### src/rtl/reaction_pkg.sv
`default_nettype none
// +----------------------------------------------------------------------------+
// | Module   : reaction_pkg                                                    |
// | Purpose  : Shared types and constants for the reaction-time benchmark.     |
// |            Holds the session FSM encoding, the screen codes used by the    |
// |            datapath and VGA renderer, and the running-sum width rule.      |
// | Ports    : none (package)                                                  |
// | Revision : 1.0  initial release                                            |
// +----------------------------------------------------------------------------+
package reaction_pkg;

  typedef enum logic [3:0] {
    S_IDLE    = 4'd0,
    S_ARM     = 4'd1,
    S_WAIT    = 4'd2,
    S_GO      = 4'd3,
    S_CAPTURE = 4'd4,
    S_RESULT  = 4'd5,
    S_FOUL    = 4'd6,
    S_DIV     = 4'd7,
    S_SUMMARY = 4'd8
  } state_e;

  localparam logic [2:0] SCR_MENU    = 3'd0;
  localparam logic [2:0] SCR_WAIT    = 3'd1;
  localparam logic [2:0] SCR_GO      = 3'd2;
  localparam logic [2:0] SCR_RESULT  = 3'd3;
  localparam logic [2:0] SCR_FOUL    = 3'd4;
  localparam logic [2:0] SCR_SUMMARY = 3'd5;

  // At most 7 rounds are summed, so 3 extra bits always hold the total.
  localparam int SUM_EXTRA_W = 3;

  function automatic int sum_width(input int score_w);
    return score_w + SUM_EXTRA_W;
  endfunction

  // CAPTURE shows RESULT because the score is frozen by then; DIV keeps the
  // last round's result on screen until the average is ready.
  function automatic logic [2:0] screen_of(input state_e s);
    logic [2:0] scr;
    scr = SCR_MENU;
    case (s)
      S_IDLE:    scr = SCR_MENU;
      S_ARM,
      S_WAIT:    scr = SCR_WAIT;
      S_GO:      scr = SCR_GO;
      S_CAPTURE,
      S_RESULT,
      S_DIV:     scr = SCR_RESULT;
      S_FOUL:    scr = SCR_FOUL;
      S_SUMMARY: scr = SCR_SUMMARY;
      default:   scr = SCR_MENU;
    endcase
    return scr;
  endfunction

endpackage
`default_nettype wire

### src/rtl/seq_divider.sv
`default_nettype none
// +----------------------------------------------------------------------------+
// | Module   : seq_divider                                                     |
// | Purpose  : Restoring divider, one quotient bit per clock. The start cycle  |
// |            already produces the first bit, so done_o rises DIVIDEND_W      |
// |            edges after start_i is sampled-high edge minus one, i.e. the    |
// |            result is ready DIVIDEND_W cycles after start.                  |
// | Ports    : clk, iResetn (async, active-low)                                |
// |            start_i     in  1           begin a division (restarts if busy) |
// |            dividend_i  in  DIVIDEND_W                                      |
// |            divisor_i   in  DIVISOR_W   must be non-zero                    |
// |            quotient_o  out DIVIDEND_W  valid while done_o is high          |
// |            done_o      out 1           one-cycle completion pulse          |
// | Revision : 1.0  initial release                                            |
// +----------------------------------------------------------------------------+
module seq_divider #(
  parameter int DIVIDEND_W = 15,
  parameter int DIVISOR_W  = 3
) (
  input  logic                  clk,
  input  logic                  iResetn,
  input  logic                  start_i,
  input  logic [DIVIDEND_W-1:0] dividend_i,
  input  logic [DIVISOR_W-1:0]  divisor_i,
  output logic [DIVIDEND_W-1:0] quotient_o,
  output logic                  done_o
);

  localparam int CNT_W = $clog2(DIVIDEND_W + 1);

  logic [DIVIDEND_W-1:0] quo_q, quo_d, quo_in;
  logic [DIVISOR_W-1:0]  rem_q, rem_d, rem_in;
  logic [DIVISOR_W:0]    trial;
  logic [DIVISOR_W:0]    divisor_ext;
  logic [CNT_W-1:0]      cnt_q, cnt_d;
  logic                  busy_q, busy_d;
  logic                  done_q, done_d;

  always_comb begin
    // The quotient register doubles as the dividend shift register.
    rem_in      = start_i ? '0 : rem_q;
    quo_in      = start_i ? dividend_i : quo_q;
    trial       = {rem_in, quo_in[DIVIDEND_W-1]};
    divisor_ext = {1'b0, divisor_i};

    rem_d  = rem_q;
    quo_d  = quo_q;
    cnt_d  = cnt_q;
    busy_d = busy_q;
    done_d = 1'b0;

    if (start_i || busy_q) begin
      if (trial >= divisor_ext) begin
        rem_d = DIVISOR_W'(trial - divisor_ext);
        quo_d = {quo_in[DIVIDEND_W-2:0], 1'b1};
      end else begin
        rem_d = trial[DIVISOR_W-1:0];
        quo_d = {quo_in[DIVIDEND_W-2:0], 1'b0};
      end
      cnt_d = start_i ? CNT_W'(1) : cnt_q + 1'b1;
      if (cnt_d == CNT_W'(DIVIDEND_W)) begin
        busy_d = 1'b0;
        done_d = 1'b1;
      end else begin
        busy_d = 1'b1;
      end
    end
  end

  always_ff @(posedge clk or negedge iResetn) begin
    if (!iResetn) begin
      rem_q  <= '0;
      quo_q  <= '0;
      cnt_q  <= '0;
      busy_q <= 1'b0;
      done_q <= 1'b0;
    end else begin
      rem_q  <= rem_d;
      quo_q  <= quo_d;
      cnt_q  <= cnt_d;
      busy_q <= busy_d;
      done_q <= done_d;
    end
  end

  assign quotient_o = quo_q;
  assign done_o     = done_q;

endmodule
`default_nettype wire

### src/rtl/reaction_session_ctrl.sv
`default_nettype none
// +----------------------------------------------------------------------------+
// | Module   : reaction_session_ctrl                                           |
// | Purpose  : Multi-round session sequencer for the reaction-time benchmark.  |
// |            Drives the datapath counters, detects false starts, tracks the  |
// |            best score and computes the truncated session average.          |
// | Ports    : clk, iResetn (async, active-low)                                |
// |            iSpacePressed, iOnePressed  key pulses                          |
// |            iPrng[7:0], iCountComplete, iRoundScore[SCORE_W-1:0]            |
// |            oDelayLoad[7:0], oStartDownCount, oStartUpCount, oLoadScore     |
// |            oScreen[2:0], oRound[2:0], oFouls[3:0]                          |
// |            oBest, oAverage [SCORE_W-1:0], oValid                           |
// | Revision : 1.0  initial release                                            |
// +----------------------------------------------------------------------------+
module reaction_session_ctrl
  import reaction_pkg::*;
#(
  parameter int NUM_ROUNDS = 5,
  parameter int SCORE_W    = 12,
  parameter int TIMEOUT_MS = 999
) (
  input  logic               clk,
  input  logic               iResetn,
  input  logic               iSpacePressed,
  input  logic               iOnePressed,
  input  logic [7:0]         iPrng,
  input  logic               iCountComplete,
  input  logic [SCORE_W-1:0] iRoundScore,
  output logic [7:0]         oDelayLoad,
  output logic               oStartDownCount,
  output logic               oStartUpCount,
  output logic               oLoadScore,
  output logic [2:0]         oScreen,
  output logic [2:0]         oRound,
  output logic [3:0]         oFouls,
  output logic [SCORE_W-1:0] oBest,
  output logic [SCORE_W-1:0] oAverage,
  output logic               oValid
);

  localparam int                 SUM_W      = sum_width(SCORE_W);
  localparam logic [SCORE_W-1:0] TIMEOUT_C  = SCORE_W'(TIMEOUT_MS);
  localparam logic [2:0]         LAST_ROUND = 3'(NUM_ROUNDS - 1);
  localparam logic [2:0]         DIVISOR_C  = 3'(NUM_ROUNDS);

  state_e             state_q, state_d;
  logic [7:0]         delay_q, delay_d;
  logic               down_q, down_d;
  logic               up_q, up_d;
  logic               load_q, load_d;
  logic               div_start_q, div_start_d;
  logic [2:0]         screen_q;
  logic [2:0]         round_q, round_d;
  logic [3:0]         fouls_q, fouls_d;
  logic [SCORE_W-1:0] best_q, best_d;
  logic [SCORE_W-1:0] avg_q, avg_d;
  logic               valid_q, valid_d;
  logic [SUM_W-1:0]   sum_q, sum_d;

  logic [SCORE_W-1:0] sample;
  logic [SUM_W-1:0]   quot;
  logic               div_done;
  logic               abort;

  assign sample = (iRoundScore > TIMEOUT_C) ? TIMEOUT_C : iRoundScore;

  always_comb begin
    abort = 1'b0;
    case (state_q)
      S_ARM, S_WAIT, S_GO, S_CAPTURE, S_RESULT, S_FOUL, S_DIV: abort = iOnePressed;
      default:                                                abort = 1'b0;
    endcase
  end

  seq_divider #(
    .DIVIDEND_W(SUM_W),
    .DIVISOR_W (3)
  ) u_div (
    .clk       (clk),
    .iResetn   (iResetn),
    .start_i   (div_start_q),
    .dividend_i(sum_q),
    .divisor_i (DIVISOR_C),
    .quotient_o(quot),
    .done_o    (div_done)
  );

  always_comb begin
    state_d     = state_q;
    delay_d     = delay_q;
    down_d      = 1'b0;
    up_d        = 1'b0;
    load_d      = 1'b0;
    div_start_d = 1'b0;
    round_d     = round_q;
    fouls_d     = fouls_q;
    best_d      = best_q;
    avg_d       = avg_q;
    valid_d     = valid_q;
    sum_d       = sum_q;

    if (abort) begin
      // Nothing is committed; any divide still running is simply ignored
      // because its done pulse is only honoured in DIV.
      state_d = S_IDLE;
    end else begin
      case (state_q)
        S_IDLE: begin
          if (iSpacePressed) begin
            sum_d   = '0;
            round_d = '0;
            fouls_d = '0;
            best_d  = '0;
            avg_d   = '0;
            valid_d = 1'b0;
            state_d = S_ARM;
          end
        end
        S_ARM: begin
          delay_d = iPrng;
          down_d  = 1'b1;
          state_d = S_WAIT;
        end
        S_WAIT: begin
          // A press in the same cycle as the delay expiring is still early.
          if (iSpacePressed) begin
            fouls_d = (fouls_q == 4'hF) ? fouls_q : fouls_q + 4'd1;
            state_d = S_FOUL;
          end else if (iCountComplete) begin
            up_d    = 1'b1;
            state_d = S_GO;
          end
        end
        S_GO: begin
          if (iSpacePressed || (iRoundScore >= TIMEOUT_C)) begin
            load_d  = 1'b1;
            state_d = S_CAPTURE;
          end
        end
        S_CAPTURE: begin
          sum_d   = sum_q + SUM_W'(sample);
          best_d  = ((round_q == 3'd0) || (sample < best_q)) ? sample : best_q;
          state_d = S_RESULT;
        end
        S_RESULT: begin
          if (iSpacePressed) begin
            if (round_q == LAST_ROUND) begin
              div_start_d = 1'b1;
              state_d     = S_DIV;
            end else begin
              round_d = round_q + 3'd1;
              state_d = S_ARM;
            end
          end
        end
        S_FOUL: begin
          if (iSpacePressed) begin
            state_d = S_ARM;
          end
        end
        S_DIV: begin
          if (div_done) begin
            // Upper quotient bits are zero whenever samples are clamped;
            // saturate rather than wrap if that ever stops holding.
            avg_d   = (|quot[SUM_W-1:SCORE_W]) ? '1 : quot[SCORE_W-1:0];
            valid_d = 1'b1;
            state_d = S_SUMMARY;
          end
        end
        S_SUMMARY: begin
          if (iSpacePressed || iOnePressed) begin
            state_d = S_IDLE;
          end
        end
        default: state_d = S_IDLE;
      endcase
    end
  end

  always_ff @(posedge clk or negedge iResetn) begin
    if (!iResetn) begin
      state_q     <= S_IDLE;
      delay_q     <= '0;
      down_q      <= 1'b0;
      up_q        <= 1'b0;
      load_q      <= 1'b0;
      div_start_q <= 1'b0;
      screen_q    <= SCR_MENU;
      round_q     <= '0;
      fouls_q     <= '0;
      best_q      <= '0;
      avg_q       <= '0;
      valid_q     <= 1'b0;
      sum_q       <= '0;
    end else begin
      state_q     <= state_d;
      delay_q     <= delay_d;
      down_q      <= down_d;
      up_q        <= up_d;
      load_q      <= load_d;
      div_start_q <= div_start_d;
      screen_q    <= screen_of(state_d);
      round_q     <= round_d;
      fouls_q     <= fouls_d;
      best_q      <= best_d;
      avg_q       <= avg_d;
      valid_q     <= valid_d;
      sum_q       <= sum_d;
    end
  end

  assign oDelayLoad      = delay_q;
  assign oStartDownCount = down_q;
  assign oStartUpCount   = up_q;
  assign oLoadScore      = load_q;
  assign oScreen         = screen_q;
  assign oRound          = round_q;
  assign oFouls          = fouls_q;
  assign oBest           = best_q;
  assign oAverage        = avg_q;
  assign oValid          = valid_q;

endmodule
`default_nettype wire

### config.mk
export PLATFORM = sky130hd
export DESIGN_NAME = reaction_session_ctrl
export DESIGN_NICKNAME = d
export VERILOG_FILES = /design/src/rtl/reaction_pkg.sv /design/src/rtl/seq_divider.sv /design/src/rtl/reaction_session_ctrl.sv
export SDC_FILE = /design/constraint.sdc
export NUM_CORES = 1
export LEC_CHECK = 0
export CAP_MARGIN = 15
export CORE_MARGIN = 2
export CORE_UTILIZATION = 35
export DETAILED_ROUTE_END_ITERATION = 12
export GPL_TIMING_DRIVEN = 0
export RECOVER_POWER = 100
export SYNTH_ARGS = -nofsm -noshare
export SYNTH_HDL_FRONTEND = slang
export SYNTH_SLANG_ARGS = --single-unit
### constraint.sdc
create_clock -name clk -period 3 [get_ports clk]
set_input_delay 0.6 -clock clk [delete_from_list [all_inputs] [get_ports clk]]
set_output_delay 0.6 -clock clk [all_outputs]
set_load 0.05 [all_outputs]
Yosys cells after proc, flatten, opt, wreduce, memory -nomap -nowiden
Memory sizes are Yosys's and may differ from the RTL's. A register that Yosys moved wholly into a read port is not among the register bits.
Cells that the tools add are included.
{"block": "classes", "n_eq_ne": 18, "n_bitwise": 1, "n_reduce_logical": 20, "order_cmp": 4, "addsub": 5, "n_mux": 52}
{"op": "2-to-1 mux 12 bit", "count": 5}
{"op": "2-to-1 mux 4 bit", "count": 12}
{"op": "case mux 12 bit (2 select lines)", "count": 2}
{"op": "case mux 4 bit (8 select lines)", "count": 1}
{"op": "2-to-1 mux 15 bit", "count": 2}
{"op": "case mux 15 bit (2 select lines)", "count": 1}
{"op": "2-to-1 mux 1 bit", "count": 20}
{"op": "2-to-1 mux 3 bit", "count": 6}
{"op": "equality test 4 x 3 -> 1 bit (second input constant)", "count": 4}
{"op": "adder 15 x 12 -> 15 bit", "count": 1}
{"op": "equality test 4 bit (second input constant)", "count": 3}
{"op": "greater-or-equal comparator 12 x 10 -> 1 bit (second input constant)", "count": 1}
{"op": "> comparator 12 x 10 -> 1 bit (second input constant)", "count": 1}
{"op": "less-than comparator 12 bit", "count": 1}
{"op": "inequality test 2 bit (second input constant)", "count": 6}
{"op": "AND reduction 5 bit", "count": 2}
{"op": "adder 4 x 1 -> 4 bit (second input constant)", "count": 2}
{"op": "equality test 4 x 2 -> 1 bit (second input constant)", "count": 2}
{"op": "case mux 4 bit (2 select lines)", "count": 1}
{"op": "AND reduction 4 bit", "count": 2}
{"op": "nonzero test 2 bit", "count": 4}
{"op": "OR reduction 7 bit", "count": 1}
{"op": "case mux 3 bit (2 select lines)", "count": 1}
{"op": "equality test 4 x 1 -> 1 bit (second input constant)", "count": 1}
{"op": "other kinds (15)", "count": 18}
{"block": "totals", "in_bits": 25, "register_bits": 87, "mem_bits_ro": 48, "memories": 1}
{"memory": "(no name shown)", "words": 16, "width": 3, "read_ports": 1, "rd_ports_with_merged_regs": 1, "wr": 0, "line": "reaction_pkg.sv:43", "rtl": "case (s)"}

Longest topological paths before layout
{"block": "logic_depth", "depth_word": 6, "mapped_depth": 12}

Modules after synthesis
A second synthesis with hierarchy kept.
{"block": "hier_totals", "hier_cells": 560, "hier_area_um2": 5405.2}
{"mod": "reaction_session_ctrl", "instances": 1, "seq_area_each_um2": 1651.6, "cells_per_inst": 432, "area_per_inst_um2": 4107.7}
{"mod": "seq_divider", "instances": 1, "seq_area_each_um2": 600.6, "cells_per_inst": 128, "area_per_inst_um2": 1297.5}

Worst setup path after synthesis
OpenSTA, ideal clock, no wires.
{"block": "synth_path", "path_type": "input to register", "start": "input port iRoundScore[8]", "end": "register sum_q[10]", "n_path_buf": 0, "path_slack_ns": 0.041, "t_arrival_ns": 2.835, "setup_ns": 0.124, "cell_stages": 12, "cell_sequence": "nand4_1 > o21ai_1 > or2_2 > ha_1 > inv_1 > fa_1 > nor2b_1 > o311ai_1 > a211oi_1 > a221oi_4 > mux2i_1 > a211o_1"}
{"block": "synth_between", "elab_chain_cells": 4}
{"item": "from (decl)", "line": "reaction_session_ctrl.sv:28", "rtl": "input logic [SCORE_W-1:0] iRoundScore,"}
{"item": "> comparator 12 x 10 -> 1 bit", "line": "reaction_session_ctrl.sv:65", "rtl": "assign sample = (iRoundScore > TIMEOUT_C) ? TIMEOUT_C : iRoundScore;"}
{"item": "2-to-1 mux 12 bit (*)", "line": "reaction_session_ctrl.sv:65"}
{"item": "adder 15 x 12 -> 15 bit (*)", "line": "reaction_session_ctrl.sv:141", "rtl": "sum_d = sum_q + SUM_W'(sample);"}
{"item": "case mux 15 bit (2 select lines) (*)", "line": "reaction_session_ctrl.sv:107", "rtl": "case (state_q)"}
{"item": "to (signal assigned)", "line": "reaction_session_ctrl.sv:208", "rtl": "sum_q <= sum_d;"}
{"item": "to (decl)", "line": "reaction_session_ctrl.sv:58", "rtl": "logic [SUM_W-1:0] sum_q, sum_d;"}
Every way passes the cells marked *; elsewhere a longest branch is shown, timed or not.
A chain may end at the register's enable or synchronous reset.

Final worst setup path
{"block": "layout_path", "start": "input port iRoundScore[3]", "end": "register sum_q[7]"}
Same word-level chain as after synthesis.

==> results.yml <==
hold_path:
  whs_endpoint: "oDelayLoad[0]$_DFFE_PN0P_"
  min-delay-start: "oDelayLoad[0]$_DFFE_PN0P_"
  holdPathStages: 2
  hp-class: "reg -> reg"
clocking:
  clock_sinks: 90
  clockBufferDepth: 2
  hold_buffers: 0
  insertion_delay_ns: 0.35
  clk_pin_slew_worst_paths_ns: 0.07
  root_buffer: "clkbuf_16"
  h-tree-depth: 3
  cts_tree: "yes"
  numCtsBuffers: 9
drt:
  first_pass_iters: 4
  ant_nets: 0
  viasPerCell: 5.431
  first_iter_violations: 312
  vias: 4687
  wl_mm: 13.68
  routedWlPerCell_um: 15.85
  drc: 0
critical_path:
  critPathLaunchType: "primary input"
  cp_max_fo: 8
  startpoint: "iRoundScore[3]"
  rrSetupSlack_ns: 0.20
  crit_type: "in -> reg"
  reg2reg_from: "state_q[2]$_DFF_PN0_"
  timing.rr.end: "oBest[4]$_DFFE_PN0P_"
  rr_worst_depth: 7
  arrival_ns: 3.13
  end_kind: "flop"
  worstPathRequired_ns: 3.24
sta:
  setup_viol: 0
  skew_ns: 0.006708
  worst_slew_pin_slew_ns: 1.238
  slew_viol_final: 0
  max-slew-margin-rel_pct: 17.49
  period_needed_ns: 2.891
  rsz0062_at_grt: "yes"
  hold_viol_final: 0
  max_freq_mhz: 345.9
  fin_crit_sh_pct: 96.36
  fin_setup_tns_ns: 0
  whs_ns: 0.4718
  fin_ws_ns: 0.1091
power_and_ir_drop:
  power.density_mw_per_mm2: 853.1
  p_seq_share_pct: 32.1
  p_sw_share_pct: 44.31
  p_comb_share_pct: 48.1
  peakVddDrop_v: 0.0003488
  p_int_uw: 3206
  switching_power_uw: 2551
  p_leak_uw: 0.002955
  p_clk_share_pct: 19.8
global_route:
  grt.overflow.total: 0
  grtUsageTotal_pct: 17.51
  grt_max_degree: 70
  grt_pass1_wl_mm: 22.93
  grt_antenna_before_repair: 0
  grt_pass1_vias: 4667
finish:
  syn2layout_area_growth_pct: 26.98
  nNetsFinal: 725
  fillers: 1444
  final_common_cell: "dfrtp_1"
  utilization_pct: 44.89
  drive_gt1_share_pct: 11.41
  final_cell_area_mm2: 0.006748
  num_antenna_cells: 0
  most-common-layout-cells: "dfrtp_1, nand2_1, o21ai_0"
flow_run:
  drv_cap: 0
synth:
  netlist_area_mm2: 0.005314
  synth_seq_cells: 90
  syn_area_per_cell_um2: 9.274
  ys_seq_area_share_pct: 42.38
  yosysTopAreaCell: "dfrtp_1"
  synth-async-reset-ratio_pct: 100.0
  syn_inst: 573
  yosys.area.top_type_share_pct: 42.38
  synth_cell_types: 70
  ys.flop_type: "dfrtp_1"
  synth_edf_count: 0
  synthTopCellsByArea: "dfrtp_1, ha_1, nand2_1, o21ai_0, mux2i_1"
  ys_warn_count: 0
floorplanning:
  coreArea_mm2: 0.01503
  dieArea_mm2: 0.01618
  rows: 45
  die_h_um: 127.2
  start_util_pct: 35.35
  fp.dieW_um: 127.2
  num_io_pins: 71
placed_design:
  dp_hpwl_mm: 10.13
  place_congestion: 0.8267
  place_ws_ns: -0.9708
  port-buffer-count: 69
  dpl_cell_area_mm2: 0.006276
status:
  outcome: "finished clean"
## cell usage after synthesis, drive strengths merged, types with 6 or more instances
cell type  count
a211oi         8
a21o           7
a21oi         23
a32o           9
buf            9
clkbuf        17
dfrtp         90
ha            29
inv           35
mux2i         21
nand2         81
nand2b        12
nand3         17
nand4         11
nor2          23
o211ai         6
o21ai         68
or2            6
or3           12
## through the flow
stage	cells	total power, µW
2_1_floorplan	576	3805
3_3_place_gp	833	4469
3_5_place_dp	834	4568
4_1_cts	859	5780
5_1_grt	863	6210
6_report	863	5757
## what timing repair did
action	CTS	global route
pin swaps	8	10
cloned	0	0
setup endpoints to repair	24	21
setup buffers	9	5
gates resized for setup	28	22
hold endpoints to repair	0	0
## worst max path at each step
stage,slack (ns),to
floorplan,0.04,sum_q[10]$_DFFE_PN0P_
global route,-0.05,oBest[8]$_DFFE_PN0P_
detailed placement,-0.97,sum_q[10]$_DFFE_PN0P_
finish,0.11,sum_q[7]$_DFFE_PN0P_
CTS,0.05,oScreen[0]$_DFF_PN0_
global placement,-2.08,oDelayLoad[0]$_DFFE_PN0P_
## per-layer routing
layer  global-route usage (%)  vias to the layer above  share of wire [%]  wire [µm]
met5                        0                        -                  0          0
met4                    4.072                        0                1.1        153
met3                    3.894                       15                4.4        605
met2                    29.85                      119                 49       6677
met1                    22.83                     2283                 46       6245
li1                         -                     2270                  -          -
## power by group through the flow
| stage | sequential [µW] | clock, µW | combinational, µW |
|---|---|---|---|
| floorplan | 2190 | 0 | 1620 |
| global placement | 1860 | 0 | 2610 |
| detailed placement | 1880 | 0 | 2690 |
| CTS | 1850 | 1170 | 2760 |
| global route | 1910 | 1230 | 3070 |
| finish | 1850 | 1140 | 2770 |
## cells by family after synthesis
logic type               share of synthesized area, %
AND/OR/NAND/NOR                                 17.99
AO/OA/AOI/OAI                                   21.59
flip-flops                                      42.38
buffers and inverters                           4.780
adder cells (fa/ha/maj)                         7.582
multiplexers                                    3.956
XOR/XNOR                                        1.648
other                                         0.07057
## sequential cells by signal (all words and copies together), names as in the netlist, 3 cells and up
register / cells
sum_q: 15
u_div.quotient_o: 15
oAverage: 12
oBest: 12
oDelayLoad: 8
oFouls: 4
state_q: 4
u_div.cnt_q: 4
oRound: 3
oScreen: 3
u_div.rem_q: 3
## critical path, cell delays in order
cell	delay [ns]
clkdlybuf4s15_2	0.28
o21ai_2	0.18
o21ai_2	0.10
or2_2	0.33
ha_2	0.36
o21a_1	0.14
a21oi_1	0.07
o211ai_1	0.45
o21bai_1	0.16
a21o_1	0.20
a32o_1	0.25
## layout make-up
class	instances	area (µm²)	share of cell area, %
Multi-Input combinational cell	424	2938	43.54
Sequential cell	90	2252	33.38
Timing Repair Buffer	84	782.0	11.59
Tap cell	188	235.2	3.486
Clock buffer	9	225.2	3.338
Inverter	36	135.1	2.003
Buffer	25	107.6	1.595
Clock inverter	7	72.57	1.075
No activity file was read; power rests on OpenSTA's default activity.
==> patch (config.mk and constraints unchanged) <==
The parameter `SCORE_W` goes from 12 to 18.
--- a/src/rtl/reaction_session_ctrl.sv
+++ b/src/rtl/reaction_session_ctrl.sv
@@ -16,7 +16,7 @@
   import reaction_pkg::*;
 #(
   parameter int NUM_ROUNDS = 5,
-  parameter int SCORE_W    = 12,
+  parameter int SCORE_W    = 18,
   parameter int TIMEOUT_MS = 999
 ) (
   input  logic               clk,
Ports: changed (resized iRoundScore, oAverage and oBest); port bits go from 71 to 89. No check against the original RTL was run, so the function may have changed too.
==> patch against the unedited design <==
  * The run now ends with negative setup slack left
  * Sequential cell count grew 25
  * Area after synthesis increased by 24%
  * Setup slack got worse by 0.33 ns
  * Sequential power rose by 30%
  * Total power increased by 39%
  * Largest cell class unchanged
  * Cell area is 31% higher
  * Routed wire length rose by 17%
  * Non-clock buffer count rose by 35
  * Utilization rose by 2.8 points
==> patch: results (changes against the unedited design) <==
| Metric | Value |
|---|---|
| Status | `finished with violations` |
| Violated checks | `negative setup slack` |
| Vias in the first global route | `5490 (+18%)` |
| Worst r2r dst | `oAverage[13]$_DFFE_PN0P_` |
| First-pass GRT wire length | `27200 um (+18%)` |
| Setup TNS | `-2.03 ns (-2.03 ns)` |
| Worst hold slack | `0.473 ns (+0.000795 ns)` |
| Slowest-stage cell, CP | `a221o_1` |
| Post-CTS Setup Repair Bufs | `20 (+11)` |
| Worst-Skew Late Latency | `0.42 ns (+0.07 ns)` |
| DR pass1 iterations | `4 (unchanged)` |
| GRT Total Usage | `16.9% (-0.57 points)` |
| Hold crit path type | `input port to flip-flop` |
| Worst-path clk slew | `0.05 ns (-0.02 ns)` |
| M1 GR Usage | `22.1% (-0.73 points)` |
| Flop2flop setup slack | `0.35 ns (+0.15 ns)` |
| Internal cell power | `4810 uW (+50%)` |
| Final wirelength | `16000 um (+17%)` |
| Worst r2r path cells | `9 (+2)` |
| Buffers on Ports | `85 (+23%)` |
| Worst EP arrival | `3.52 ns (+0.39 ns)` |
| Initial antenna violation count | `0 (unchanged)` |
| Hold wc startpoint | `iRoundScore[7]` |
| Worst rel slew slack | `7.14% (-10 points)` |
| WL/cell | `14.8 um (-6.6%)` |
| Synth cell types | `73 (+4.3%)` |
| Most instantiated cells after synthesis | `115 x dfrtp_1, 78 x nand2_1, 50 x o21ai_0` |
| CTS H-tree lvls | `4 (+1)` |
| Detailed Place HPWL | `11600 um (+14%)` |
| Register area share after synthesis | `43.6% (+1.2 points)` |
| Largest cells by area after synthesis | `dfrtp_1 44%, ha_1 7.4%, nand2_1 4.4%` |
| Layout cells sized above 1 | `17.1% (+5.7 points)` |
| GR Layer Usage met3 | `4.59% (+0.70 points)` |
| Met2 GRT Util | `27.2% (-2.7 points)` |
| CP startpoint | `iRoundScore[10]` |
| Crit path to | `sum_q[17]$_DFFE_PN0P_` |
| CTS buffer count | `17 (+8)` |
| Final WS setup | `-0.224 ns (-0.333 ns)` |
| Setup violators final | `20 (+20)` |
| Clk_skew | `0.00639 ns (-0.000313 ns)` |
| Largest net degree at the start of global routing | `62 (-11%)` |
| Cells after DPL | `1024 (+23%)` |
| Vias/cell | `5.09 (-6.2%)` |
| Worst-path maximum fanout | `7 (-1)` |
| WHS Endpoint | `oBest[7]$_DFFE_PN0P_` |
| CTS resizes | `80 (+190%)` |
| Final net count | `906 (+25%)` |
| Crit Reg-Reg Startpoint | `state_q[1]$_DFF_PN0_` |
| DR iter-0 viols | `286 (-8.3%)` |
| Static leakage | `0.00394 uW (+33%)` |
| Pre-CTS WS | `-1.33 ns (-0.358 ns)` |
| Gpl congestion | `0.847 (+2.5%)` |
| Peak supply drop | `524 uV (+50%)` |
| DP Area | `7880 um^2 (+26%)` |
| Mean Syn Cell Area | `9.58 um^2 (+3.3%)` |
==> patch: cell types whose count changed in the layout (fill, tap and decap cells not counted), moves of 12 or more <==
cell           delta
conb_1           +12
o21ai_0          -18
a21oi_1          +15
nor2_1           +12
dlygate4sd3_1    +13
nor3_1           +20
dfrtp_1          +25
and2_1           +12
==> patch: per-layer routing <==
layer  vias up  wire (um)
li1       2744          -
met1      2627       7410
met2       119       7440
met3        22        870
met4         0        300
met5         -          0
==> patch: worst reg2reg max path: cells and delay by family, from the launching register on <==
| kind | cells | cell delay (ns) |
|---|---|---|
| buffers and inverters | 3 | 0.74 |
| AND/OR/NAND/NOR | 5 | 1.33 |
| flip-flops | 1 | 0.38 |
| AO/OA/AOI/OAI | 1 | 0.07 |
==> patch: power by group through the flow <==
stage / clock (uW) / sequential, uW / combinational (uW)
6_report: 2040 / 2410 / 3550
5_1_grt: 2180 / 2480 / 3920
4_1_cts: 2100 / 2420 / 3460
3_5_place_dp: 0 / 2430 / 3300
3_3_place_gp: 0 / 2420 / 3270
2_1_floorplan: 0 / 2810 / 2010
==> patch: area by class of cell <==
type	instances	area, um^2
repair buffers	112	1040
well taps	234	293
clock inverters	8	98.8
multi-input cells	517	3770
fillers	1770	9720
plain buffers	32	130
flip-flops and latches	115	2880
inverters	40	153
clock buffers	24	502
==> patch: cells by family after synthesis <==
| logic type | count (synthesis) | synth area share, % |
|---|---|---|
| buffers and inverters | 72 | 4.26 |
| adder cells (fa/ha/maj) | 41 | 7.85 |
| multiplexers | 35 | 5.46 |
| AND/OR/NAND/NOR | 225 | 17.0 |
| XOR/XNOR | 19 | 2.52 |
| other | 1 | 0.0568 |
| AO/OA/AOI/OAI | 181 | 19.3 |
| flip-flops | 115 | 43.6 |
